[config.mk]
export PLATFORM = sky130hd
export DESIGN_NAME = div4_seq
export DESIGN_NICKNAME = d
export VERILOG_FILES = /design/src/rtl/div4_seq.sv
export SDC_FILE = /design/constraint.sdc
export NUM_CORES = 1
export LEC_CHECK = 0
export ABC_AREA = 1
export CAP_MARGIN = 20
export CELL_PAD_IN_SITES_DETAIL_PLACEMENT = 0
export CELL_PAD_IN_SITES_GLOBAL_PLACEMENT = 1
export CORE_MARGIN = 4
export CORE_UTILIZATION = 49
export CTS_BUF_LIST = sky130_fd_sc_hd__clkbuf_4 sky130_fd_sc_hd__clkbuf_8
export CTS_CLUSTER_DIAMETER = 200
export DETAILED_ROUTE_END_ITERATION = 8
export DONT_BUFFER_PORTS = 1
export GPL_ROUTABILITY_DRIVEN = 0
export PLACE_DENSITY = 0.78
export RECOVER_POWER = 100
export SETUP_SLACK_MARGIN = 0.15
export SYNTH_ARGS = -nofsm -noshare
export SYNTH_HDL_FRONTEND = slang
export SYNTH_SLANG_ARGS = --single-unit
export TNS_END_PERCENT = 30
[constraint.sdc]
create_clock -name clk -period 3.1 [get_ports clk]
set_input_delay 0.775 -clock clk [delete_from_list [all_inputs] [get_ports clk]]
set_output_delay 0.775 -clock clk [all_outputs]
set_load 0.05 [all_outputs]
[src/rtl/div4_seq.sv]
// div4_seq: sequential restoring divider with a start/done handshake.
// Produces an unsigned quotient and remainder over WIDTH iterations. The
// trial subtraction is a WIDTH+1-bit ripple subtractor built from basic gates.
//
// state | meaning
// IDLE  | waiting for start; results from the last divide are held
// RUN   | one restoring shift/subtract step per cycle, busy=1
// FIN   | results registered, done=1 for this single cycle
module div4_seq #(
    parameter int WIDTH = 4
) (
    input  logic             clk,
    input  logic             reset_n,
    input  logic             start,
    input  logic [WIDTH-1:0] dividend,
    input  logic [WIDTH-1:0] divisor,
    output logic             busy,
    output logic             done,
    output logic [WIDTH-1:0] quotient,
    output logic [WIDTH-1:0] remainder,
    output logic             div_by_zero
);

    localparam int CNT_W = $clog2(WIDTH + 1);

    typedef enum logic [1:0] {
        S_IDLE = 2'd0,
        S_RUN  = 2'd1,
        S_FIN  = 2'd2
    } state_t;

    state_t           r_state;
    state_t           w_state_next;
    logic [CNT_W-1:0] r_cnt;
    // Restored partial remainder is always below the divisor, so WIDTH bits
    // hold it; the shifted/trial values carry the extra top bit.
    logic [WIDTH-1:0] r_prem;
    logic [WIDTH-1:0] r_qreg;
    logic [WIDTH-1:0] r_dvsr;
    logic [WIDTH-1:0] r_quot;
    logic [WIDTH-1:0] r_rem;
    logic             r_dbz;

    logic             w_accept;
    logic             w_zero_div;
    logic             w_last;
    logic             w_fits;
    logic [WIDTH:0]   w_psh;
    logic [WIDTH:0]   w_sub_b;
    logic [WIDTH:0]   w_diff;
    logic [WIDTH:0]   w_c;
    logic [WIDTH-1:0] w_prem_next;
    logic [WIDTH-1:0] w_qreg_next;

    assign w_accept   = (r_state == S_IDLE) && start;
    assign w_zero_div = (divisor == '0);
    assign w_last     = (r_cnt == CNT_W'(1));

    // Shift {partial remainder, quotient register} left by one.
    assign w_psh   = {r_prem, r_qreg[WIDTH-1]};
    assign w_sub_b = ~{1'b0, r_dvsr};
    assign w_c[0]  = 1'b1;

    // Ripple subtractor: a - b = a + ~b + 1, carry-in of 1 at bit 0.
    for (genvar i = 0; i <= WIDTH; i++) begin : g_sub
        assign w_diff[i] = w_psh[i] ^ w_sub_b[i] ^ w_c[i];
        if (i < WIDTH) begin : g_carry
            assign w_c[i+1] = (w_psh[i] & w_sub_b[i]) | (w_c[i] & (w_psh[i] ^ w_sub_b[i]));
        end
    end

    // Sign bit clear means the divisor fits into the shifted remainder.
    assign w_fits      = ~w_diff[WIDTH];
    assign w_prem_next = w_fits ? w_diff[WIDTH-1:0] : w_psh[WIDTH-1:0];
    assign w_qreg_next = {r_qreg[WIDTH-2:0], w_fits};

    // FSM state register.
    always_ff @(posedge clk or negedge reset_n) begin
        if (!reset_n) begin
            r_state <= S_IDLE;
        end else begin
            r_state <= w_state_next;
        end
    end

    // Next-state decode; divide-by-zero skips the iteration entirely.
    always_comb begin
        w_state_next = r_state;
        case (r_state)
            S_IDLE: begin
                if (start) begin
                    w_state_next = w_zero_div ? S_FIN : S_RUN;
                end
            end
            S_RUN: begin
                if (w_last) begin
                    w_state_next = S_FIN;
                end
            end
            S_FIN:   w_state_next = S_IDLE;
            default: w_state_next = S_IDLE;
        endcase
    end

    // Operand capture, restoring steps and result registers.
    always_ff @(posedge clk or negedge reset_n) begin
        if (!reset_n) begin
            r_cnt  <= '0;
            r_prem <= '0;
            r_qreg <= '0;
            r_dvsr <= '0;
            r_quot <= '0;
            r_rem  <= '0;
            r_dbz  <= 1'b0;
        end else if (w_accept) begin
            if (w_zero_div) begin
                r_quot <= '1;
                r_rem  <= dividend;
                r_dbz  <= 1'b1;
            end else begin
                r_qreg <= dividend;
                r_prem <= '0;
                r_dvsr <= divisor;
                r_cnt  <= CNT_W'(WIDTH);
                r_dbz  <= 1'b0;
            end
        end else if (r_state == S_RUN) begin
            r_prem <= w_prem_next;
            r_qreg <= w_qreg_next;
            r_cnt  <= r_cnt - CNT_W'(1);
            if (w_last) begin
                r_quot <= w_qreg_next;
                r_rem  <= w_prem_next;
            end
        end
    end

    assign busy        = (r_state == S_RUN);
    assign done        = (r_state == S_FIN);
    assign quotient    = r_quot;
    assign remainder   = r_rem;
    assign div_by_zero = r_dbz;

endmodule
==> flow_metrics.py, run 1 <==
metrics = {
    "floorplanning": {
        "core_rows": 19,
        "num_io_pins": 22,
        "floorplan.initialDensity_pct": 52.2,
        "chipHeight_um": 62.7,
        "fp.dieW_um": 62.7,
        "floorplan.die_area_um2": 3930,
        "fp.coreArea_um2": 2810,
    },
    "cts": {
        "cts_tree": "yes",
        "cts.reportedPaths.clkPinSlew_ps": 140,
        "cts.root.buffer_cell": "sky130_fd_sc_hd__clkbuf_4",
        "cts_hold_repair.buffers": 0,
        "post-cts-setup-buffer-count": 0,
        "cts.sink_count": 26,
        "cts.htree.levels": 1,
        "cts_made_buffers": 3,
        "worstSkewPairLatency_ps": 320,
        "post_cts.resized_instances": 0,
        "clk_path_buf_depth": 2,
    },
    "job": {
        "cap_violations": 0,
    },
    "power_and_ir_drop": {
        "power_frac_clock_pct": 8.0,
        "p_sw_w": 0.00100,
        "power.switching_fraction_pct": 54.7,
        "internal_power_w": 0.000828,
        "seq_power_share_pct": 44.0,
        "power.combinational.fraction_pct": 48.0,
        "p_leak_nw": 0.703,
        "ir_drop_mv": 0.533,
        "pwr_density_cell_nw_per_um2": 1300,
    },
    "timing": {
        "max_slew_margin_pct": 27.0,
        "timing_worst_slew_pin_value_ps": 1090,
        "timing.setup.tns_ps": 0,
        "min_period_over_period_pct": 78.0,
        "rsz0062_at_grt": "no",
        "fin_worst_hold_slack_ps": 120,
        "report.final.hold_viol_count": 0,
        "maxClockFrequency_mhz": 414,
        "period_minus_slack_ps": 2420,
        "finalSetupViolations": 0,
        "timing.clock.skew_ps": 5.29,
        "slew_viol_final": 0,
    },
    "route": {
        "dr.first_iter.drc_count": 97,
        "route.vias.total": 1041,
        "detail_route.drc_violations": 0,
        "route.detailed.vias_per_inst": 5.31,
        "drt.antenna.violating_nets": 0,
        "detail_route.wl_per_cell_um": 14.1,
        "firstDrtPassIters": 4,
        "totalWireLength_um": 2760,
    },
    "critical_path": {
        "timing.critical_path.required_ps": 2320,
        "worst-endpoint-arrival_ps": 1640,
        "timing.critical_path.to_type": "primary output",
        "reg2reg_slack_ps": 690,
        "crit_type": "reg2out",
        "crit_path_max_fanout": 4,
        "timing.critical_path.from_type": "register",
    },
    "finish": {
        "final_design_area_no_fill_um2": 1400,
        "area_delta_synth_final_pct": -4.27,
        "seq_area_um2": 651,
        "antenna-diode-count": 0,
        "final_layout_size_suffix_gt1_share_pct": 9.70,
        "multi_input_combinational_cell_area_um2": 602,
        "finish.net_count": 184,
        "filler_cell_count": 278,
    },
    "place": {
        "dpl.hpwl_um": 2110,
        "placedInstanceArea_um2": 1480,
        "numPortBuffers": 0,
    },
    "global_route": {
        "use_met1_pct": 19.6,
        "globalRouteMet3Util_pct": 4.32,
        "grt_pass1_vias": 1043,
        "gr-total-overflow": 0,
        "grt_max_degree": 27,
        "wire_length_of_the_first_global_routing_pass_um": 4790,
        "global_route_usage_over_all_layers_pct": 15.4,
        "global_route_layer_with_the_greatest_usage": "met2",
        "global_route.usage.met2_pct": 24.5,
        "grt_antenna_before_repair": 0,
    },
    "synthesis": {
        "mappedNetlistNets": 180,
        "syn_inst": 163,
        "syn_area_per_cell_um2": 8.98,
        "yosys.cell_types.count": 21,
        "yosysWarnings": 0,
        "mapped_cell_area_um2": 1460,
        "count_of_state_elements_after_synthesis": 26,
        "synth_seq_area_share_pct": 44.4,
    },
    "run_status": {
        "run_status": "completed",
    },
    "min_path": {
        "min-delay-path-class": "in2async",
    },
}
-- metal layers --
metal  part of all wire [%]  vias up
li1                       -      519
met1                     45      482
met2                     46       35
met3                    7.3        5
met4                    1.7        0
met5                      0        -
-- cells in the final DEF, fill, tap and decap left out --
master                        n
sky130_fd_sc_hd__nor2_1      20
sky130_fd_sc_hd__nand3_1     19
sky130_fd_sc_hd__nand2_2      6
sky130_fd_sc_hd__fa_1         3
sky130_fd_sc_hd__o21ai_0     14
sky130_fd_sc_hd__or2_0        1
sky130_fd_sc_hd__clkinvlp_2   1
sky130_fd_sc_hd__a21oi_1      4
sky130_fd_sc_hd__ha_1         3
sky130_fd_sc_hd__clkbuf_4     3
sky130_fd_sc_hd__clkbuf_1     1
sky130_fd_sc_hd__o21ai_2      4
sky130_fd_sc_hd__inv_2        1
sky130_fd_sc_hd__dfrtp_1     26
sky130_fd_sc_hd__nand2_8      1
sky130_fd_sc_hd__o22ai_1      1
sky130_fd_sc_hd__inv_1       20
sky130_fd_sc_hd__nand2_1     37
-- kinds of logic after synthesis --
logic type	count (synthesis)	share of synthesized area, %
AO/OA/AOI/OAI	23	11.2
buffers and inverters	24	8.29
flip-flops	26	44.4
AND/OR/NAND/NOR	84	29.4
adder cells (fa/ha/maj)	6	6.67
-- critical path, stage by stage, from the launching register on --
cell and delay [ps]:
sky130_fd_sc_hd__dfrtp_1 420, sky130_fd_sc_hd__inv_1 70, sky130_fd_sc_hd__nor2_1 820
-- path summary, 6_finish.rpt --
kind                                            end                    from  depth (start not counted)
min reg2reg                   r_dvsr[0]$_DFFE_PN0P_   r_dvsr[0]$_DFFE_PN0P_                          2
min in group clk              r_dvsr[0]$_DFFE_PN0P_   r_dvsr[0]$_DFFE_PN0P_                          2
max in group asynchronous     r_dvsr[1]$_DFFE_PN0P_                 reset_n                          0
max                                            busy  r_state[0]$_DFFE_PN0P_                          2
min                         quotient[3]$_DFFE_PN0P_                 reset_n                          0
max reg2reg                remainder[2]$_DFFE_PN0P_   r_qreg[3]$_DFFE_PN0P_                         15
-- Yosys cell counts, drive strengths merged --
cell	instances	share of area, %
fa	3	4.1
a21oi	4	1.4
nor2	20	5.8
o21ai	18	9.0
inv	22	6.2
dfrtp	26	44
ha	3	2.6
o22ai	1	0.85
buf	2	2.1
nand2	44	17
nand3	19	6.5
or2	1	0.43
-- cell type report --
class / instances / area share, %
inverters: 22 / 5.98
flip-flops and latches: 26 / 46.4
clock buffers: 3 / 1.61
repair buffers: 1 / 0.268
well taps: 31 / 2.77
multi-input cells: 113 / 42.9
-- registers in the layout, summed over array words and instances (netlist names) --
signal / count
r_qreg: 4
r_dvsr: 4
r_cnt: 3
remainder: 4
r_state: 2
r_prem: 4
div_by_zero: 1
quotient: 4
-- power groups by stage --
stage / Sequential, W / Clock, W / Combinational, W
2_1_floorplan: 0.000792 / 0 / 0.000893
3_3_place_gp: 0.000815 / 0 / 0.000988
3_5_place_dp: 0.000822 / 0 / 0.00102
4_1_cts: 0.000815 / 0.000150 / 0.00102
5_1_grt: 0.000825 / 0.000170 / 0.00101
6_report: 0.000804 / 0.000145 / 0.000878
-- stage by stage --
stage                     std cells  power, W  worst slack, ps  util [%]
after floorplan                 163   0.00169              921         -
after global placement          193   0.00180              770      52.7
after detailed placement        193   0.00184              721      52.7
after CTS                       196   0.00199              677      53.5
after global routing            196   0.00200              514      50.0
final                           196   0.00183              682      50.0
(Power assumes the default switching activity.)
==> run 2: changes to the inputs <==
--- a/config.mk
+++ b/config.mk
@@ -10,13 +10,13 @@
 export CELL_PAD_IN_SITES_DETAIL_PLACEMENT = 0
 export CELL_PAD_IN_SITES_GLOBAL_PLACEMENT = 1
 export CORE_MARGIN = 4
-export CORE_UTILIZATION = 49
+export CORE_UTILIZATION = 44
 export CTS_BUF_LIST = sky130_fd_sc_hd__clkbuf_4 sky130_fd_sc_hd__clkbuf_8
 export CTS_CLUSTER_DIAMETER = 200
 export DETAILED_ROUTE_END_ITERATION = 8
 export DONT_BUFFER_PORTS = 1
 export GPL_ROUTABILITY_DRIVEN = 0
-export PLACE_DENSITY = 0.78
+export PLACE_DENSITY = 0.74
 export RECOVER_POWER = 100
 export SETUP_SLACK_MARGIN = 0.15
 export SYNTH_ARGS = -nofsm -noshare
==> constraint.sdc (replaced) <==
create_clock -name clk -period 2.05 [get_ports clk]
set_input_delay 0.5125 -clock clk [delete_from_list [all_inputs] [get_ports clk]]
set_output_delay 0.5125 -clock clk [all_outputs]
set_load 0.05 [all_outputs]
==> flow_metrics.py, run 2 (synthesized netlist as in run 1, its figures left out) <==
metrics = {
    "route": {
        "route.detailed.vias_per_inst": 4.80,
        "drt.antenna.violating_nets": 0,
        "dr.first_iter.drc_count": 26,
        "firstDrtPassIters": 4,
        "detail_route.wl_per_cell_um": 12.7,
        "totalWireLength_um": 2770,
        "detail_route.drc_violations": 0,
        "route.vias.total": 1046,
    },
    "finish": {
        "seq_area_um2": 651,
        "multi_input_combinational_cell_area_um2": 759,
        "antenna-diode-count": 0,
        "final_layout_size_suffix_gt1_share_pct": 35.6,
        "area_delta_synth_final_pct": 13.4,
        "layout.cells.most_common": "sky130_fd_sc_hd__dfrtp_1",
        "filler_cell_count": 301,
        "finish.utilization_pct": 53.1,
        "commonest_non_fill_non_tap_cells_in_the_layout": "sky130_fd_sc_hd__dfrtp_1 (26), sky130_fd_sc_hd__nand2_1 (24), sky130_fd_sc_hd__nor2_1 (18)",
        "finish.net_count": 193,
    },
    "critical_path": {
        "crit_type": "reg2reg",
        "timing.critical_path.from_type": "register",
        "worst-endpoint-arrival_ps": 2470,
        "timing.critical_path.to_type": "register",
        "crit_path_max_fanout": 5,
        "timing.critical_path.required_ps": 2280,
    },
    "timing": {
        "rsz0062_at_grt": "yes",
        "slew_viol_final": 0,
        "timing_worst_slew_pin_value_ps": 1150,
        "min_period_over_period_pct": 109,
        "max_slew_margin_pct": 23.3,
        "period_minus_slack_ps": 2240,
        "finalSetupViolations": 10,
        "timing.clock.skew_ps": 0.715,
        "maxClockFrequency_mhz": 446,
        "timing.setup.tns_ps": -1620,
        "report.final.hold_viol_count": 0,
        "layout_setup_ws_ps": -192,
    },
    "global_route": {
        "grt_max_degree": 27,
        "global_route_usage_over_all_layers_pct": 14.7,
        "grt_pass1_vias": 1084,
        "gr-total-overflow": 0,
        "grt_antenna_before_repair": 0,
        "wire_length_of_the_first_global_routing_pass_um": 4890,
    },
    "floorplanning": {
        "chipHeight_um": 65.7,
        "floorplan.die_area_um2": 4310,
        "core_rows": 20,
        "floorplan.initialDensity_pct": 46.8,
        "num_io_pins": 22,
        "fp.coreArea_um2": 3130,
        "fp.dieW_um": 65.7,
    },
    "job": {
        "cap_violations": 0,
    },
    "run_status": {
        "run_status": "finished with violations",
        "failed_checks": "setup timing",
    },
    "cts": {
        "cts.htree.levels": 1,
        "cts.reportedPaths.clkPinSlew_ps": 130,
        "cts_made_buffers": 3,
        "clk_path_buf_depth": 2,
        "cts_tree": "yes",
        "cts.sink_count": 26,
        "worstSkewPairLatency_ps": 320,
        "cts.root.buffer_cell": "sky130_fd_sc_hd__clkbuf_4",
    },
    "place": {
        "numPortBuffers": 0,
        "dpl.hpwl_um": 2060,
    },
    "min_path": {
        "min-delay-path-class": "in2reg",
    },
}
[run 2: worst paths after layout]
| path | start | to | slack, ps | cells past startpoint |
|---|---|---|---|---|
| min in group asynchronous | reset_n | r_qreg[0]$_DFFE_PN0P_ | 960 | 2 |
| worst max register to register | r_qreg[3]$_DFFE_PN0P_ | remainder[2]$_DFFE_PN0P_ | -190 | 14 |
| worst min-delay path | divisor[0] | r_dvsr[0]$_DFFE_PN0P_ | 300 | 2 |
| worst max-delay path | r_qreg[3]$_DFFE_PN0P_ | remainder[2]$_DFFE_PN0P_ | -190 | 14 |
| worst min register to register | r_dvsr[2]$_DFFE_PN0P_ | r_dvsr[2]$_DFFE_PN0P_ | 540 | 2 |
| max in group asynchronous | reset_n | r_state[0]$_DFFE_PN0P_ | 410 | 2 |
[run 2: per-stage QoR]
stage,setup slack (ps),hold WS (ps),instances,cell area (um2)
floorplan,-26.4,217,163,1470
global placement,-130,218,209,1530
detailed placement,-177,218,209,1530
CTS,-176,287,217,1640
global route,-300,289,218,1660
finish,-192,299,218,1660
[run 2: per-layer routing]
layer / global-route usage, % / vias to the layer above / routed length (um)
met5: 0 / - / 0
met4: 3.89 / 0 / 29
met3: 4.44 / 2 / 164
met2: 24.5 / 21 / 1300
met1: 18.4 / 483 / 1270
li1: - / 540 / -
[run 2: final cells by class]
class / count / area share [%]
multi-input cells: 113 / 45.7
flip-flops and latches: 26 / 39.2
inverters: 22 / 5.43
repair buffers: 10 / 4.97
well taps: 44 / 3.32
clock buffers: 3 / 1.36
[run 2: worst max-delay path, cell delays in order (launching register included)]
cell                      delay, ps
sky130_fd_sc_hd__dfrtp_1        410
sky130_fd_sc_hd__inv_2           80
sky130_fd_sc_hd__ha_4           130
sky130_fd_sc_hd__inv_2           30
sky130_fd_sc_hd__fa_2           320
sky130_fd_sc_hd__inv_2           60
sky130_fd_sc_hd__fa_2           180
sky130_fd_sc_hd__inv_2           40
sky130_fd_sc_hd__fa_2           390
sky130_fd_sc_hd__nand2_1        100
sky130_fd_sc_hd__nand2_2         90
sky130_fd_sc_hd__nand3_1         90
sky130_fd_sc_hd__nand2_2         70
sky130_fd_sc_hd__nor2_1         120
sky130_fd_sc_hd__nor2_1          50
[run 2: what timing repair did]
item                                    in CTS  in global routing
endpoints found under the setup margin      10                 10
hold buffers                                 2                  0
cloned                                       0                  0
pin swaps                                    3                  6
setup buffers                                3                  1
resized for setup                           14                  8
hold endpoints to repair                    26                  0
Power of run 2 is not shown: default switching activity piles up to over one toggle a cycle in this logic, so the estimate is an artifact.
==> run 3: changes to the inputs <==
--- a/config.mk
+++ b/config.mk
@@ -16,7 +16,7 @@
 export DETAILED_ROUTE_END_ITERATION = 8
 export DONT_BUFFER_PORTS = 1
 export GPL_ROUTABILITY_DRIVEN = 0
-export PLACE_DENSITY = 0.74
+export PLACE_DENSITY_LB_ADDON = 0.15
 export RECOVER_POWER = 100
 export SETUP_SLACK_MARGIN = 0.15
 export SYNTH_ARGS = -nofsm -noshare
==> flow_metrics.py, run 3 (synthesized netlist as in run 1, its figures left out) <==
metrics = {
    "cts": {
        "cts_made_buffers": 3,
        "cts.reportedPaths.clkPinSlew_ps": 140,
        "cts.sink_count": 26,
        "cts.htree.levels": 1,
        "cts.root.buffer_cell": "sky130_fd_sc_hd__clkbuf_4",
        "worstSkewPairLatency_ps": 330,
        "clk_path_buf_depth": 2,
        "cts_tree": "yes",
    },
    "timing": {
        "slew_viol_final": 0,
        "report.final.hold_viol_count": 0,
        "rsz0062_at_grt": "yes",
        "finalSetupViolations": 10,
        "max_slew_margin_pct": 23.5,
        "timing.clock.skew_ps": 7.39,
        "period_minus_slack_ps": 2200,
        "timing_worst_slew_pin_value_ps": 1150,
        "maxClockFrequency_mhz": 454,
        "layout_setup_ws_ps": -152,
        "min_period_over_period_pct": 107,
    },
    "global_route": {
        "grt_antenna_before_repair": 0,
        "grt_max_degree": 27,
        "grt_pass1_vias": 1095,
        "wire_length_of_the_first_global_routing_pass_um": 4850,
        "global_route_usage_over_all_layers_pct": 14.7,
        "gr-total-overflow": 0,
    },
    "critical_path": {
        "crit_buf_inv": 5,
        "ff2ff_path_depth": 15,
        "timing.critical_path.required_ps": 2320,
        "critical_path_depth": 15,
        "timing.critical_path.slowest_cell_delay_ps": 410,
        "critical-path-top-cell-by-count": "sky130_fd_sc_hd__inv_2",
        "critPathSlowestCell": "sky130_fd_sc_hd__dfrtp_1",
        "worst-endpoint-arrival_ps": 2470,
        "cp_cell_sequence": "inv_2, ha_4, inv_2, fa_2, inv_2, fa_2, inv_2, fa_2, inv_2, nand2_2, nand2_4, nand3_1, nand2_1, nor2_1, nor2_1",
        "crit_type": "reg2reg",
        "crit_path_max_fanout": 5,
        "timing.critical_path.to_type": "register",
        "timing.critical_path.from_type": "register",
        "crit_family": "adder cells",
    },
    "finish": {
        "finish.net_count": 193,
        "area_delta_synth_final_pct": 13.2,
        "layout.cells.most_common": "sky130_fd_sc_hd__dfrtp_1",
        "antenna-diode-count": 0,
        "commonest_non_fill_non_tap_cells_in_the_layout": "sky130_fd_sc_hd__dfrtp_1 (26), sky130_fd_sc_hd__nand2_1 (23), sky130_fd_sc_hd__nor2_1 (18)",
        "layoutNonFillerInstCount": 218,
        "finish.utilization_pct": 53.0,
        "final_layout_size_suffix_gt1_share_pct": 35.1,
    },
    "min_path": {
        "timing.hold.worst_path_depth": 2,
        "min-delay-path-class": "in2reg",
    },
    "floorplanning": {
        "chipHeight_um": 65.7,
        "num_io_pins": 22,
        "core_rows": 20,
        "floorplan.die_area_um2": 4310,
        "floorplan.initialDensity_pct": 46.8,
        "fp.dieW_um": 65.7,
        "fp.coreArea_um2": 3130,
    },
    "route": {
        "detail_route.drc_violations": 0,
        "detail_route.wl_per_cell_um": 13.0,
        "dr.first_iter.drc_count": 28,
        "route.vias.total": 1067,
        "route.detailed.vias_per_inst": 4.89,
        "drt.antenna.violating_nets": 0,
        "firstDrtPassIters": 4,
        "totalWireLength_um": 2830,
    },
    "run_status": {
        "failed_checks": "setup timing",
        "run_status": "finished with violations",
    },
    "job": {
        "cap_violations": 0,
    },
    "place": {
        "numPortBuffers": 0,
        "dpl.hpwl_um": 2110,
        "numPlacedInstances": 209,
        "place_worst_setup_slack_ps": -170,
    },
}
-- run 3: per-layer routing --
metal / GRT usage [%] / part of all wire [%]
met1: 17.0 / 44
met2: 25.0 / 48
met3: 4.62 / 6.3
met4: 5.44 / 1.4
met5: 0 / 0
-- run 3: worst reg2reg max path, cell delays in order, from the launching register on --
cell and delay [ps]:
sky130_fd_sc_hd__dfrtp_1 410, sky130_fd_sc_hd__inv_2 80, sky130_fd_sc_hd__ha_4 130, sky130_fd_sc_hd__inv_2 30, sky130_fd_sc_hd__fa_2 320, sky130_fd_sc_hd__inv_2 60
sky130_fd_sc_hd__fa_2 180, sky130_fd_sc_hd__inv_2 40, sky130_fd_sc_hd__fa_2 370, sky130_fd_sc_hd__inv_2 90, sky130_fd_sc_hd__nand2_2 70, sky130_fd_sc_hd__nand2_4 100
sky130_fd_sc_hd__nand3_1 70, sky130_fd_sc_hd__nand2_1 90, sky130_fd_sc_hd__nor2_1 60, sky130_fd_sc_hd__nor2_1 80
-- run 3: layout make-up --
cell class,count,area [um2]
tap,44,55.1
fill,311,1470
clock buffer,3,22.5
timing repair buffer,10,82.6
sequential,26,651
inverter,22,90.1
multi-input combinational,113,757
-- run 3: through the flow --
| stage | TNS, ps | instance area, um2 | hold WS [ps] |
|---|---|---|---|
| 2_1_floorplan | -68.3 | 1470 | 217 |
| 3_3_place_gp | -1060 | 1530 | 218 |
| 3_5_place_dp | -1370 | 1530 | 218 |
| 4_1_cts | -1210 | 1650 | 278 |
| 5_1_grt | -2650 | 1660 | 278 |
| 6_report | -1300 | 1660 | 294 |
-- run 3: final timing paths --
check | slack, ps | endpoint | start
worst min register to register | 540 | r_cnt[2]$_DFFE_PN0P_ | r_cnt[2]$_DFFE_PN0P_
min in group asynchronous | 1020 | r_qreg[1]$_DFFE_PN0P_ | reset_n
worst min-delay path | 290 | r_dvsr[0]$_DFFE_PN0P_ | divisor[0]
max in group asynchronous | 340 | r_prem[0]$_DFFE_PN0P_ | reset_n
worst max-delay path | -150 | remainder[3]$_DFFE_PN0P_ | r_qreg[3]$_DFFE_PN0P_
worst max register to register | -150 | remainder[3]$_DFFE_PN0P_ | r_qreg[3]$_DFFE_PN0P_
-- run 3: repair_timing --
| item | 4_1_cts | 5_1_grt |
|---|---|---|
| setup buffers | 3 | 1 |
| endpoints found under the setup margin | 10 | 10 |
| hold buffers | 2 | 0 |
| pin swaps | 4 | 2 |
| resized for setup | 16 | 6 |
| hold endpoints to repair | 26 | 0 |
Power of run 3 is left out for the same reason.
